### src/rtl/cp0_pkg.sv
// Shared CP0 definitions used by the CP0 register file and the exception
// sequencer: exception cause codes, Status bit positions and the sequencer
// FSM state encoding.
package cp0_pkg;

    // Status bit positions
    localparam int CP0_ST_IE         = 0;  // global interrupt enable
    localparam int CP0_ST_SYSCALL_EN = 1;
    localparam int CP0_ST_BREAK_EN   = 2;
    localparam int CP0_ST_TEQ_EN     = 3;
    localparam int CP0_IRQ_MASK_BASE = 8;  // irqN mask sits at this bit + N

    // Cause codes
    localparam logic [4:0] CP0_CAUSE_IRQ     = 5'd0;
    localparam logic [4:0] CP0_CAUSE_SYSCALL = 5'd8;
    localparam logic [4:0] CP0_CAUSE_BREAK   = 5'd9;
    localparam logic [4:0] CP0_CAUSE_TEQ     = 5'd13;

    typedef enum logic [1:0] {
        ST_IDLE   = 2'd0,
        ST_DRAIN  = 2'd1,
        ST_ENTER  = 2'd2,
        ST_SHADOW = 2'd3
    } exc_state_t;

endpackage

### src/rtl/irq_pend.sv
// External interrupt pending tracker.
// Ports:
//   clk, rst     clock, asynchronous active-high reset
//   irq_i        external requests (synchronous to clk), edge-sensitive
//   ack_i        one-hot acknowledge; clears the matching pending bit
//   en_i         per-line enable (global IE already folded in)
//   pending_o    pending vector
//   any_o        at least one pending line is enabled
//   idx_o        lowest enabled pending index (valid when any_o)
module irq_pend #(
    parameter int NIRQ = 4,
    parameter int IDW  = 2
) (
    input  logic            clk,
    input  logic            rst,
    input  logic [NIRQ-1:0] irq_i,
    input  logic [NIRQ-1:0] ack_i,
    input  logic [NIRQ-1:0] en_i,
    output logic [NIRQ-1:0] pending_o,
    output logic            any_o,
    output logic [IDW-1:0]  idx_o
);

    logic [NIRQ-1:0] irq_prev;
    logic [NIRQ-1:0] pending;
    logic [NIRQ-1:0] cand;

    // A fresh edge wins over a same-cycle acknowledge of that line.
    always_ff @(posedge clk or posedge rst) begin
        if (rst) begin
            irq_prev <= '0;
            pending  <= '0;
        end else begin
            irq_prev <= irq_i;
            pending  <= (pending & ~ack_i) | (irq_i & ~irq_prev);
        end
    end

    assign pending_o = pending;

    // Scan from the top down so the lowest enabled index is the last write.
    always_comb begin
        cand  = pending & en_i;
        any_o = |cand;
        idx_o = '0;
        for (int n = NIRQ - 1; n >= 0; n--) begin
            if (cand[n]) idx_o = IDW'(n);
        end
    end

endmodule

### src/rtl/exc_ctrl.sv
// Exception / interrupt sequencer in front of CP0.
// Synchronous traps (syscall > break > teq) and eret are answered in the
// same cycle they commit. External interrupts wait in IDLE until selected,
// stall the PC in DRAIN while the multiply/divide unit finishes, are taken
// for one cycle in ENTER, and every entry/return is followed by a one-cycle
// SHADOW in which nothing new is accepted while Status settles.
// Ports:
//   clk, rst                 clock, asynchronous active-high reset
//   instr_valid              current instruction commits
//   syscall_i/break_i/teq_i  decoded trap instructions (teq: condition true)
//   eret_i                   decoded eret
//   mdu_busy                 multiply/divide unit mid-operation
//   irq_i                    external interrupt requests
//   status_i                 CP0 Status
//   exception_o/eret_o/cause_o  to CP0
//   irq_id_o, irq_ack_o      index and one-hot ack of the interrupt taken
//   pc_stall_o               hold PC, suppress writes
//   irq_pending_o            pending interrupt vector
module exc_ctrl
    import cp0_pkg::*;
#(
    parameter int         NIRQ          = 4,
    parameter int         IRQ_MASK_BASE = CP0_IRQ_MASK_BASE,
    parameter logic [4:0] CAUSE_SYSCALL = CP0_CAUSE_SYSCALL,
    parameter logic [4:0] CAUSE_BREAK   = CP0_CAUSE_BREAK,
    parameter logic [4:0] CAUSE_TEQ     = CP0_CAUSE_TEQ,
    parameter logic [4:0] CAUSE_IRQ     = CP0_CAUSE_IRQ,
    localparam int        IDW           = (NIRQ > 1) ? $clog2(NIRQ) : 1
) (
    input  logic            clk,
    input  logic            rst,
    input  logic            instr_valid,
    input  logic            syscall_i,
    input  logic            break_i,
    input  logic            teq_i,
    input  logic            eret_i,
    input  logic            mdu_busy,
    input  logic [NIRQ-1:0] irq_i,
    input  logic [31:0]     status_i,
    output logic            exception_o,
    output logic            eret_o,
    output logic [4:0]      cause_o,
    output logic [IDW-1:0]  irq_id_o,
    output logic [NIRQ-1:0] irq_ack_o,
    output logic            pc_stall_o,
    output logic [NIRQ-1:0] irq_pending_o
);

    exc_state_t      state, state_nxt;
    logic [NIRQ-1:0] irq_en;
    logic            irq_any;
    logic [IDW-1:0]  irq_idx;
    logic            sys_take, brk_take, teq_take;
    logic            status_unused;

    assign status_unused = ^status_i;

    always_comb begin
        for (int n = 0; n < NIRQ; n++) begin
            irq_en[n] = status_i[CP0_ST_IE] & status_i[IRQ_MASK_BASE + n];
        end
    end

    assign sys_take = instr_valid & syscall_i & status_i[CP0_ST_SYSCALL_EN];
    assign brk_take = instr_valid & break_i   & status_i[CP0_ST_BREAK_EN];
    assign teq_take = instr_valid & teq_i     & status_i[CP0_ST_TEQ_EN];

    irq_pend #(
        .NIRQ (NIRQ),
        .IDW  (IDW)
    ) u_irq_pend (
        .clk       (clk),
        .rst       (rst),
        .irq_i     (irq_i),
        .ack_i     (irq_ack_o),
        .en_i      (irq_en),
        .pending_o (irq_pending_o),
        .any_o     (irq_any),
        .idx_o     (irq_idx)
    );

    // Outputs are decoded from state and current inputs because CP0 must see
    // traps in the cycle the instruction commits. Reset forces them low.
    always_comb begin
        state_nxt   = state;
        exception_o = 1'b0;
        eret_o      = 1'b0;
        cause_o     = '0;
        irq_id_o    = '0;
        irq_ack_o   = '0;
        pc_stall_o  = 1'b0;
        case (state)
            ST_IDLE: begin
                if (sys_take | brk_take | teq_take) begin
                    exception_o = 1'b1;
                    cause_o     = sys_take ? CAUSE_SYSCALL :
                                  brk_take ? CAUSE_BREAK : CAUSE_TEQ;
                    state_nxt   = ST_SHADOW;
                end else if (instr_valid & eret_i) begin
                    eret_o    = 1'b1;
                    state_nxt = ST_SHADOW;
                end else if (irq_any) begin
                    state_nxt = mdu_busy ? ST_DRAIN : ST_ENTER;
                end
            end
            ST_DRAIN: begin
                // Losing the enable mid-drain abandons the entry at once.
                if (!irq_any) begin
                    state_nxt = ST_IDLE;
                end else begin
                    pc_stall_o = 1'b1;
                    if (!mdu_busy) state_nxt = ST_ENTER;
                end
            end
            ST_ENTER: begin
                if (irq_any) begin
                    exception_o        = 1'b1;
                    cause_o            = CAUSE_IRQ;
                    irq_id_o           = irq_idx;
                    irq_ack_o[irq_idx] = 1'b1;
                    state_nxt          = ST_SHADOW;
                end else begin
                    state_nxt = ST_IDLE;
                end
            end
            ST_SHADOW: begin
                state_nxt = ST_IDLE;
            end
            default: state_nxt = ST_IDLE;
        endcase
        if (rst) begin
            exception_o = 1'b0;
            eret_o      = 1'b0;
            cause_o     = '0;
            irq_id_o    = '0;
            irq_ack_o   = '0;
            pc_stall_o  = 1'b0;
        end
    end

    always_ff @(posedge clk or posedge rst) begin
        if (rst) state <= ST_IDLE;
        else     state <= state_nxt;
    end

endmodule
### config.mk
export PLATFORM = sky130hd
export DESIGN_NAME = exc_ctrl
export DESIGN_NICKNAME = d
export VERILOG_FILES = /design/src/rtl/cp0_pkg.sv /design/src/rtl/irq_pend.sv /design/src/rtl/exc_ctrl.sv
export SDC_FILE = /design/constraint.sdc
export NUM_CORES = 1
export LEC_CHECK = 0
export ABC_AREA = 1
export BUFFER_PORTS_ARGS = -buffer_cell sky130_fd_sc_hd__buf_2
export CORE_UTILIZATION = 39
export CTS_BUF_LIST = sky130_fd_sc_hd__clkbuf_4
export DETAILED_ROUTE_END_ITERATION = 10
export PLACE_DENSITY = 0.87
export SYNTH_ARGS = -nofsm -noshare
export SYNTH_HDL_FRONTEND = slang
export SYNTH_SLANG_ARGS = --single-unit
### constraint.sdc
create_clock -name clk -period 1.8 [get_ports clk]
set_input_delay 0 -clock clk [delete_from_list [all_inputs] [get_ports clk]]
set_output_delay 0 -clock clk [all_outputs]
set_load 0.1 [all_outputs]
======== Word-level counts from Yosys, hierarchy flattened ========
Cells that the tools add are included.
word-level totals
  flip-flop bits (word level) ............. 10
operators by class
  magnitude comparators ................... 2
  eq/ne operators ......................... 5
  multiplexer cells ....................... 35
  bitwise logic cells ..................... 19
  reductions and logical operators ........ 4
operators by type and width
  cell                  number
  $mux W2               14
  $mux W4               5
  $and A4 B4 Y4         3
  $and A1 B1 Y1         11
  $mux W1               10
  $not A4 Y4            2
  $pmux W2 S4           1
  $mux W3               2
  $mux W5               1
  $eq A2 B2 Y1 const B  2
  $ne A4 B4 Y1 const B  1
  $or A4 B4 Y4          1
  $reduce_or A4 Y1      1
  $lt A2 B3 Y1 const B  1
  $ne A3 B3 Y1 const B  1
  $demux W1 S2          1
  $eq A2 B1 Y1 const B  1
  $ge A2 B1 Y1 const B  1
  $logic_not A2 Y1      1
  $or A1 B1 Y1          2
  $pmux W1 S2           1
  $reduce_and A2 Y1     1
  $logic_and A1 B1 Y1   1

======== Depth between registers and ports, before layout ========
Gate-level depths: netlist of run 1.
  depth in word-level cells ............... 16
  mapped depth ............................ 8
  gate-level depth less buffers ........... 8

======== Cells and area by module ========
Synthesis of run 1 repeated with hierarchy kept, for this count alone.
unflattened totals
  cell total of the unflattened synthesis .. 95
  area, all modules ....................... 661.9 um2
by module, submodules not included
  module    instances  cells an instance  area an instance (um2)
  exc_ctrl  1          61                 337.8
  irq_pend  1          34                 324.1

======== Worst setup path after synthesis of run 1 ========
OpenSTA, ideal clock, no wires.
  kind .................................... register -> output
  start ................................... reg u_irq_pend.pending[2], in the netlist u_irq_pend.pending_o[2]
  end ..................................... out pc_stall_o
  arrival ................................. 3327 ps
  slack ................................... -1527 ps
  stages on the path, launching flop included .. 5
  buffers on the path ..................... 0
  cell sequence ........................... dfrtp_1 > nand3_2 > nand2_1 > nor2_1 > nor3_1
between the ends
  longest elaborated chain between the ends .. 5
RTL lines
  element                 RTL line         source
  start, declared         irq_pend.sv:25   logic [NIRQ-1:0] pending;
  start signal, assigned  irq_pend.sv:35   pending <= (pending & ~ack_i) | (irq_i & ~irq_prev);
  $and A4 B4 Y4           irq_pend.sv:43   cand = pending & en_i;
  $reduce_or A4 Y1        irq_pend.sv:44   any_o = |cand;
  $mux W1                 exc_ctrl.sv:108  if (!irq_any) begin
  $mux W1                 exc_ctrl.sv:92   case (state)
  $mux W1                 exc_ctrl.sv:131  if (rst) begin
  end, declared           exc_ctrl.sv:45   output logic pc_stall_o,
Every way passes these cells.

======== Worst setup path after layout of run 1 ========
  start ................................... reg u_irq_pend.pending[2], in the netlist u_irq_pend.pending_o[2]
  end ..................................... out exception_o
between the ends
  longest elaborated chain between the ends .. 5
RTL lines
  element           RTL line         source
  $and A4 B4 Y4     irq_pend.sv:43
  $reduce_or A4 Y1  irq_pend.sv:44
  $mux W1           exc_ctrl.sv:116  if (irq_any) begin
  $pmux W1 S2       exc_ctrl.sv:92
  $mux W1           exc_ctrl.sv:131
  end, declared     exc_ctrl.sv:40   output logic exception_o,
Every way passes these cells.

==> results, run 1 <==
- The run finished with clean final reports.
- The die is 41.8 um tall.
- After Yosys synthesis, and, or, nand and nor cells account for 35.0% of the synthesized area.
- The area enclosed by the die boundary is 1750 um^2.
- The global-route wire length before repair is 2.64 mm.
- The clock tree from TritonCTS is yes.
- The final critical path time including I/O delays and setup is 1.68 ns.
- The number of buffers inserted during clock tree synthesis is 3.
- Once placement finished, the instance area stood at 885 um^2.
- The share of the yosys chip area belonging to registers is 40.5%.
- The first routing iteration left 9 violations.
- The synthesized netlist devotes 12.3% of its cell area to compound gates.
- The xor-xnor portion of the synthesized cell area is 0%.
- The type of the tightest min-delay check is in -> reg.
- The largest family of logic cells by synthesized area is simple AND/OR/NAND/NOR gates.
- In this run the cell area of the synthesized design comes to 618 um^2.
- The number of antenna violations at the first check in global routing is 0.
- Port buffering added 35 buffers.
- The setup TNS is 0 ns.
- The synthesized area per cell is 7.19 um^2.
- For this run, the total global-route usage over all layers was measured as 19.8%.
- The final RePlAce weighted congestion is 0.750.
- Hold is met by 0.102 ns.
- Between clock sinks in the finished design, the worst skew comes to 0.00307 ns.
- Wires add up to 1.58 mm.
- The maximum root-to-sink buffer count is 2.
- The number of failing hold endpoints at the final stage came to 0.
- The category of the worst setup path capture point is a primary output.
- CTS built an H-tree with a depth of 1.
- From synthesis to final layout, the design area changed by 57.9%.
- Power spread over the standard cell area amounts to 1160 nW/um^2.
- The library cells used most frequently in the layout, excluding fill and tap cells, are sky130_fd_sc_hd__buf_2, sky130_fd_sc_hd__nand2_1, sky130_fd_sc_hd__inv_1.
- Data arrives at the worst endpoint at 1.68 ns.
- The sequential cells in the finished layout cover a total of 255 um^2.
- The clock drives 10 sinks.
- The detailed-route wire length per cell is 10.9 um.
- The buffer cell driving the clock tree root is sky130_fd_sc_hd__clkbuf_4.
- The worst path meets setup with 0.121 ns of slack.
- Summing all multi-input logic gate instances after layout gives 378 um^2.
- Along the worst path, the maximum fanout reaches 4.
- The effective utilization at floorplan is 41.5%.
- The placeable core region is 1490 um^2.
- At the end of the flow the core is filled with cells to 65.5%.
- The total overflow reported by the global router is 0.
- In this run the static leakage power is 0.499 nW.
- STA classifies the critical path startpoint as a flip-flop.
- The worst slack at placement is 0.320 ns.
- The first TritonRoute pass finished after 4 iterations.
- The later pin in the worst-skew pair is clocked with a latency of 0.25 ns.
- The via count of the first global-routing pass is 673.
- For this run, the top clock speed supported by timing is 596 MHz.
- For this run, design rule violations remaining after detail routing come to 0.
- The met1 wire length is 643 um.
- The number of different library cells used by synthesis comes to 17.
- Dividing the final minimum period by the clock period gives 93.3%.
- After detailed routing, the met2 layer carries 889 um of wire.
- The count of mapped cells out of synthesis is 86.
- The post-layout instance area is 976 um^2.
- The library cell used most frequently in the layout, excluding fill and tap cells, is sky130_fd_sc_hd__buf_2.
- The number of nets in the finished design is 174.
- The number of cells in the finished layout apart from fillers is 145.
- The number of fill cells in the layout is 134.
- In this run the remaining antenna-violating nets after routing total 0.
- The half-perimeter wire length after detailed placement is 1.34 mm.
- The number of warning messages in the yosys log is 0.
- The row count is 14.
- In the routed layout, each cell is associated on average with a via count of 4.92.
- The wire length on met3 is 37 um.
- The maximum number of pins on one net before global-route repair is 11.
- The clock transition time at the flip-flop clock pins of the worst setup and hold paths is 0.06 ns.
- The number of maximum-capacitance constraint violations is 0.
- The total via count after detailed routing is 714.
- The top-level I/O count is 62.
- The synthesized netlist devotes 0% of its cell area to adder and majority cells.
- The fraction of final layout cells sized beyond drive strength 1 is 47.3%.
- The width of the die is 41.8 um.
- The critical path class is reg -> out.
- The number of endpoints failing setup at the final stage is 0.
- Setup repair after global routing left no endpoint under its margin.
- Once placement completed, the tool counted placed cells totaling 136.
- The design draws 1.14 mW.
- Data on the critical path is required at its endpoint by 1.80 ns.
- The max-slew violation count was 0.
- 0 antenna diodes ended up in the layout.
- The mux share of post-synthesis cell area is 0%.
- The detailed router used layers up to and including met4.
- The worst IR drop on VDD is 0.000607 V.
- Counting flops and latches in the post-synthesis netlist gives 10.
[worst max-delay path, cell delays in order, from the launching register on]
cell and delay [ns]:
sky130_fd_sc_hd__dfrtp_2 0.37, sky130_fd_sc_hd__nand3_2 0.13, sky130_fd_sc_hd__nand2_1 0.13, sky130_fd_sc_hd__inv_2 0.07
sky130_fd_sc_hd__nand2_4 0.06, sky130_fd_sc_hd__nand2_1 0.11, sky130_fd_sc_hd__a21oi_4 0.13, sky130_fd_sc_hd__buf_2 0.43
[cells by family (layout without fill, tap and decap cells)]
kind of cell | after synthesis | after routing
DFF | 10 | 10
other | 1 | 2
and+or+nand+nor | 43 | 43
AOI/OAI and AO/OA | 15 | 15
buffers and inverters | 17 | 59
[sequential cells by signal, indices dropped and copies added (netlist names)]
signal,flops
state,2
u_irq_pend.pending_o,4
u_irq_pend.irq_prev,4
[power by group]
group          leakage [nW]  internal (mW)  switching (mW)  total (mW)
logic                 0.378          0.147           0.544       0.691
registers             0.106          0.269          0.0277       0.297
clock network        0.0154         0.0796          0.0675       0.147
[final timing paths]
kind | startpoint | endpoint | slack (ns) | cells past startpoint
hold / removal | mdu_busy | state[0]$_DFFE_PP0P_ | 0.10 | 3
max in group asynchronous | rst | u_irq_pend.pending_o[2]$_DFF_PP0_ | 1.19 | 3
setup / recovery | u_irq_pend.pending_o[2]$_DFF_PP0_ | exception_o | 0.12 | 7
setup reg to reg | u_irq_pend.pending_o[1]$_DFF_PP0_ | u_irq_pend.pending_o[2]$_DFF_PP0_ | 0.39 | 6
hold reg to reg | u_irq_pend.irq_prev[3]$_DFF_PP0_ | u_irq_pend.pending_o[3]$_DFF_PP0_ | 0.42 | 1
min in group asynchronous | rst | state[1]$_DFFE_PP0P_ | 0.33 | 3
[what timing repair did]
| action | in CTS | in global routing |
|---|---|---|
| setup endpoints to repair | 0 | 6 |
| hold buffers | 5 | 0 |
| hold endpoints to repair | 16 | 0 |
| gates resized for setup | 0 | 7 |
| setup buffers | 0 | 0 |
[cell type report]
type                            count  area share, %
Multi-Input combinational cell     60           38.7
Timing Repair Buffer               40           24.6
Tap cell                           16           2.05
Sequential cell                    10           26.2
Clock inverter                      1          0.385
Inverter                           15           5.77
Clock buffer                        3           2.31
[cells in the mapped netlist]
master	count	area share, %
sky130_fd_sc_hd__nand3_2	4	6.5
sky130_fd_sc_hd__nor3_1	3	2.4
sky130_fd_sc_hd__nand3_1	6	4.9
sky130_fd_sc_hd__a21oi_1	4	3.2
sky130_fd_sc_hd__dfrtp_1	10	40
sky130_fd_sc_hd__nand2_1	15	9.1
sky130_fd_sc_hd__inv_1	13	7.9
sky130_fd_sc_hd__conb_1	1	0.61
sky130_fd_sc_hd__inv_2	2	1.2
sky130_fd_sc_hd__nor2_1	10	6.1
sky130_fd_sc_hd__buf_4	2	2.4
sky130_fd_sc_hd__nand2_2	1	1.0
sky130_fd_sc_hd__nand3b_1	1	1.2
sky130_fd_sc_hd__a31oi_1	1	1.0
sky130_fd_sc_hd__nand2_4	1	1.8
sky130_fd_sc_hd__o21ai_0	10	8.1
sky130_fd_sc_hd__nand4_1	2	2.0
[metal layers]
metal	global-route usage, %	up-vias
li1	-	364
met1	21.9	334
met3	2.61	2
met4	10.3	0
met2	36.3	14
met5	0	-
Note: power is estimated with default switching activity, not from simulation.
==> inputs of run 2 (changes only) <==
BUFFER_PORTS_ARGS = unset   (was -buffer_cell sky130_fd_sc_hd__buf_2)
DONT_BUFFER_PORTS = 1   (was unset)
PLACE_DENSITY = unset   (was 0.87)
==> results, run 2 (synthesized netlist as in run 1, its figures left out) <==
- From synthesis to final layout, the design area changed by 61.7%.
- The global-route wire length before repair is 2.68 mm.
- The number of failing hold endpoints at the final stage was 0.
- The buffer cell driving the clock tree root is sky130_fd_sc_hd__clkbuf_4.
- Data arrives at the worst endpoint at 1.64 ns.
- The effective utilization at floorplan is 41.5%.
- Gates resized during post-CTS repair numbered 0.
- Routability-driven placement finished with a final weighted congestion of 0.863.
- The placeable core region is 1490 um^2.
- The via count of the first global-routing pass was 670.
- OpenSTA, run right after detailed placement, puts the worst setup slack at 0.402 ns.
- The flow ran to the end, and the final reports show no timing, DRC or antenna violations.
- In this run the number of H-tree levels came out at 1.
- The die is 41.8 um tall.
- The clock sink count is 10.
- Setup repair after global routing left no endpoint under its margin.
- Subtracting the final worst setup slack from the clock period gives 1.64 ns.
- Once layout is complete, the utilization of the core stands at 67.1%.
- The library cells used most frequently in the layout, excluding fill and tap cells, are sky130_fd_sc_hd__nand2_1, sky130_fd_sc_hd__inv_1, sky130_fd_sc_hd__o21ai_0, sky130_fd_sc_hd__buf_4.
- The endpoint with the worst hold slack is u_irq_pend.pending_o[0]$_DFF_PP0_.
- The worst hold slack across all endpoints is 0.0319 ns.
- The post-route antenna net violation count is 0.
- For the worst setup path, the data required time is 1.80 ns.
- After the first detailed-routing iteration, the DRC count stood at 14.
- The critical path class is reg -> out.
- The maximum clock frequency is 609 MHz.
- The max-slew violation count was 0.
- The number of buffers inserted during clock tree synthesis is 3.
- Global routing used 20.0% of the available tracks across all layers.
- The number of antenna violations at the first check in global routing is 0.
- Counting instances, the worst hold path has a depth of 3.
- The category of the worst setup path capture point is a primary output.
- After detailed routing, the total wire length is 1.57 mm.
- The post-CTS setup repair buffer count is 0.
- The worst clock skew is 0.00386 ns.
- The design draws 1.19 mW.
- The post-route fraction of the period consumed by the critical path is 91.3%.
- Summed over all cells, the static leakage comes to 0.459 nW.
- Dividing total power by cell area gives a power density of 1190 nW/um^2.
- Leaving out fill and tap cells, the most frequent cell in the layout is sky130_fd_sc_hd__nand2_1.
- For this block, the via count after detailed routing is 675.
- The type of the tightest min-delay check is in -> reg.
- The endpoint of the most critical register-to-register path is u_irq_pend.pending_o[3]$_DFF_PP0_.
- In the final layout, the share of cells above drive strength 1 is 38.2%.
- The filler cells instantiated in the layout total 126.
- The setup slack of the worst register-to-register path is 0.37 ns.
- In this run the worst setup path begins at state[1]$_DFFE_PP0P_.
- The nature of the critical path startpoint is a flip-flop.
- The maximum fanout along the worst path is 5.
- In the routed design, unresolved DRC markers number 0.
- The detailed-routing iteration count for the pre-antenna-repair pass is 4.
- The setup slack of the critical path after layout is 0.157 ns.
- The die covers 1750 um^2.
- In the final routed layout, each cell accounts on average for 12.5 um.
- The clock tree from TritonCTS is yes.
- The source of the worst hold timing path is status_i[8].
- The number of antenna repair diodes is 0.
- The top-level I/O count is 62.
- The worst IR drop on VDD is 0.000652 V.
- The placed instances occupy a cell area of 917 um^2.
- Entering global routing, the biggest net connects 11 pins.
- Measured in cells, the most critical reg-to-reg path has a length of 6.
- Clock latency on the worst-skew pair, taken at its later pin, is 0.25 ns.
- The quantity of I/O buffers inserted on ports is 0.
- With fillers left out, the area of the finished cells amounts to 1000 um^2.
- From left edge to right edge, the die measures 41.8 um.
- The vias per cell is 5.36.
- The maximum root-to-sink buffer count is 2.
- The worst register-to-register path begins at state[0]$_DFFE_PP0P_.
- Buffers inserted to repair hold after CTS numbered 6.
- Setup violations remaining at the end of the flow were counted as 0.
- The number of nets in the finished design is 156.
- Once detailed placement completed, the half-perimeter wirelength came to 1.23 mm.
- The row count is 14.
- The number of maximum-capacitance constraint violations is 0.
- For this run the aggregate overflow at the end of global routing stands at 0.
- Clock-pin slew was measured on the worst setup and hold paths at 0.06 ns.
-- run 2: changes by cell type in the layout (fill, tap and decap cells not counted) --
cell | before | now
sky130_fd_sc_hd__buf_12 | 0 | 6
sky130_fd_sc_hd__buf_2 | 29 | 0
sky130_fd_sc_hd__buf_4 | 1 | 10
sky130_fd_sc_hd__clkbuf_4 | 8 | 3
sky130_fd_sc_hd__clkinv_1 | 1 | 0
sky130_fd_sc_hd__dlygate4sd3_1 | 5 | 6
sky130_fd_sc_hd__nor3_2 | 2 | 0
sky130_fd_sc_hd__nor3_4 | 1 | 3
-- run 2: report_power, final --
group / internal (mW) / total [mW] / switching [mW] / leakage [nW]
combinational: 0.195 / 0.751 / 0.556 / 0.339
sequential: 0.269 / 0.294 / 0.0247 / 0.106
clock: 0.0765 / 0.140 / 0.0639 / 0.0138
-- run 2: worst max path at each step --
stage                                        end  slack (ns)  cells past startpoint
3_5_place_dp   u_irq_pend.pending_o[2]$_DFF_PP0_        0.40                      6
5_1_grt                               cause_o[0]        0.02                      6
4_1_cts                               cause_o[0]        0.15                      6
2_1_floorplan                         cause_o[2]       -0.16                      5
6_report                              cause_o[0]        0.16                      6
3_3_place_gp   u_irq_pend.pending_o[2]$_DFF_PP0_        0.44                      6
-- run 2: stage by stage --
step           instances  TNS (ns)
3_3_place_gp         117         0
4_1_cts              126         0
2_1_floorplan         87    -0.340
3_5_place_dp         117         0
5_1_grt              126         0
6_report             126         0
-- run 2: routing by layer --
| layer | up-vias | track usage [%] | routed length (um) |
|---|---|---|---|
| li1 | 323 | - | - |
| met1 | 316 | 21.8 | 586 |
| met2 | 32 | 36.3 | 837 |
| met3 | 4 | 4.78 | 122 |
| met4 | 0 | 9.03 | 26 |
| met5 | - | 0 | 0 |
-- run 2: worst max-delay path, cell delays in order, from the launching register on --
cell	delay (ns)
sky130_fd_sc_hd__dfrtp_1	0.39
sky130_fd_sc_hd__nor2_1	0.24
sky130_fd_sc_hd__inv_1	0.08
sky130_fd_sc_hd__nor2_1	0.13
sky130_fd_sc_hd__nand2_1	0.10
sky130_fd_sc_hd__a31oi_2	0.14
sky130_fd_sc_hd__buf_4	0.31
-- run 2: cell type report --
type | count | area (um^2) | share of cell area, %
Multi-Input combinational cell | 60 | 390 | 39.0
Tap cell | 16 | 20.0 | 2.00
Sequential cell | 10 | 255 | 25.5
Inverter | 15 | 56.3 | 5.63
Clock buffer | 3 | 22.5 | 2.25
Timing Repair Buffer | 22 | 255 | 25.5
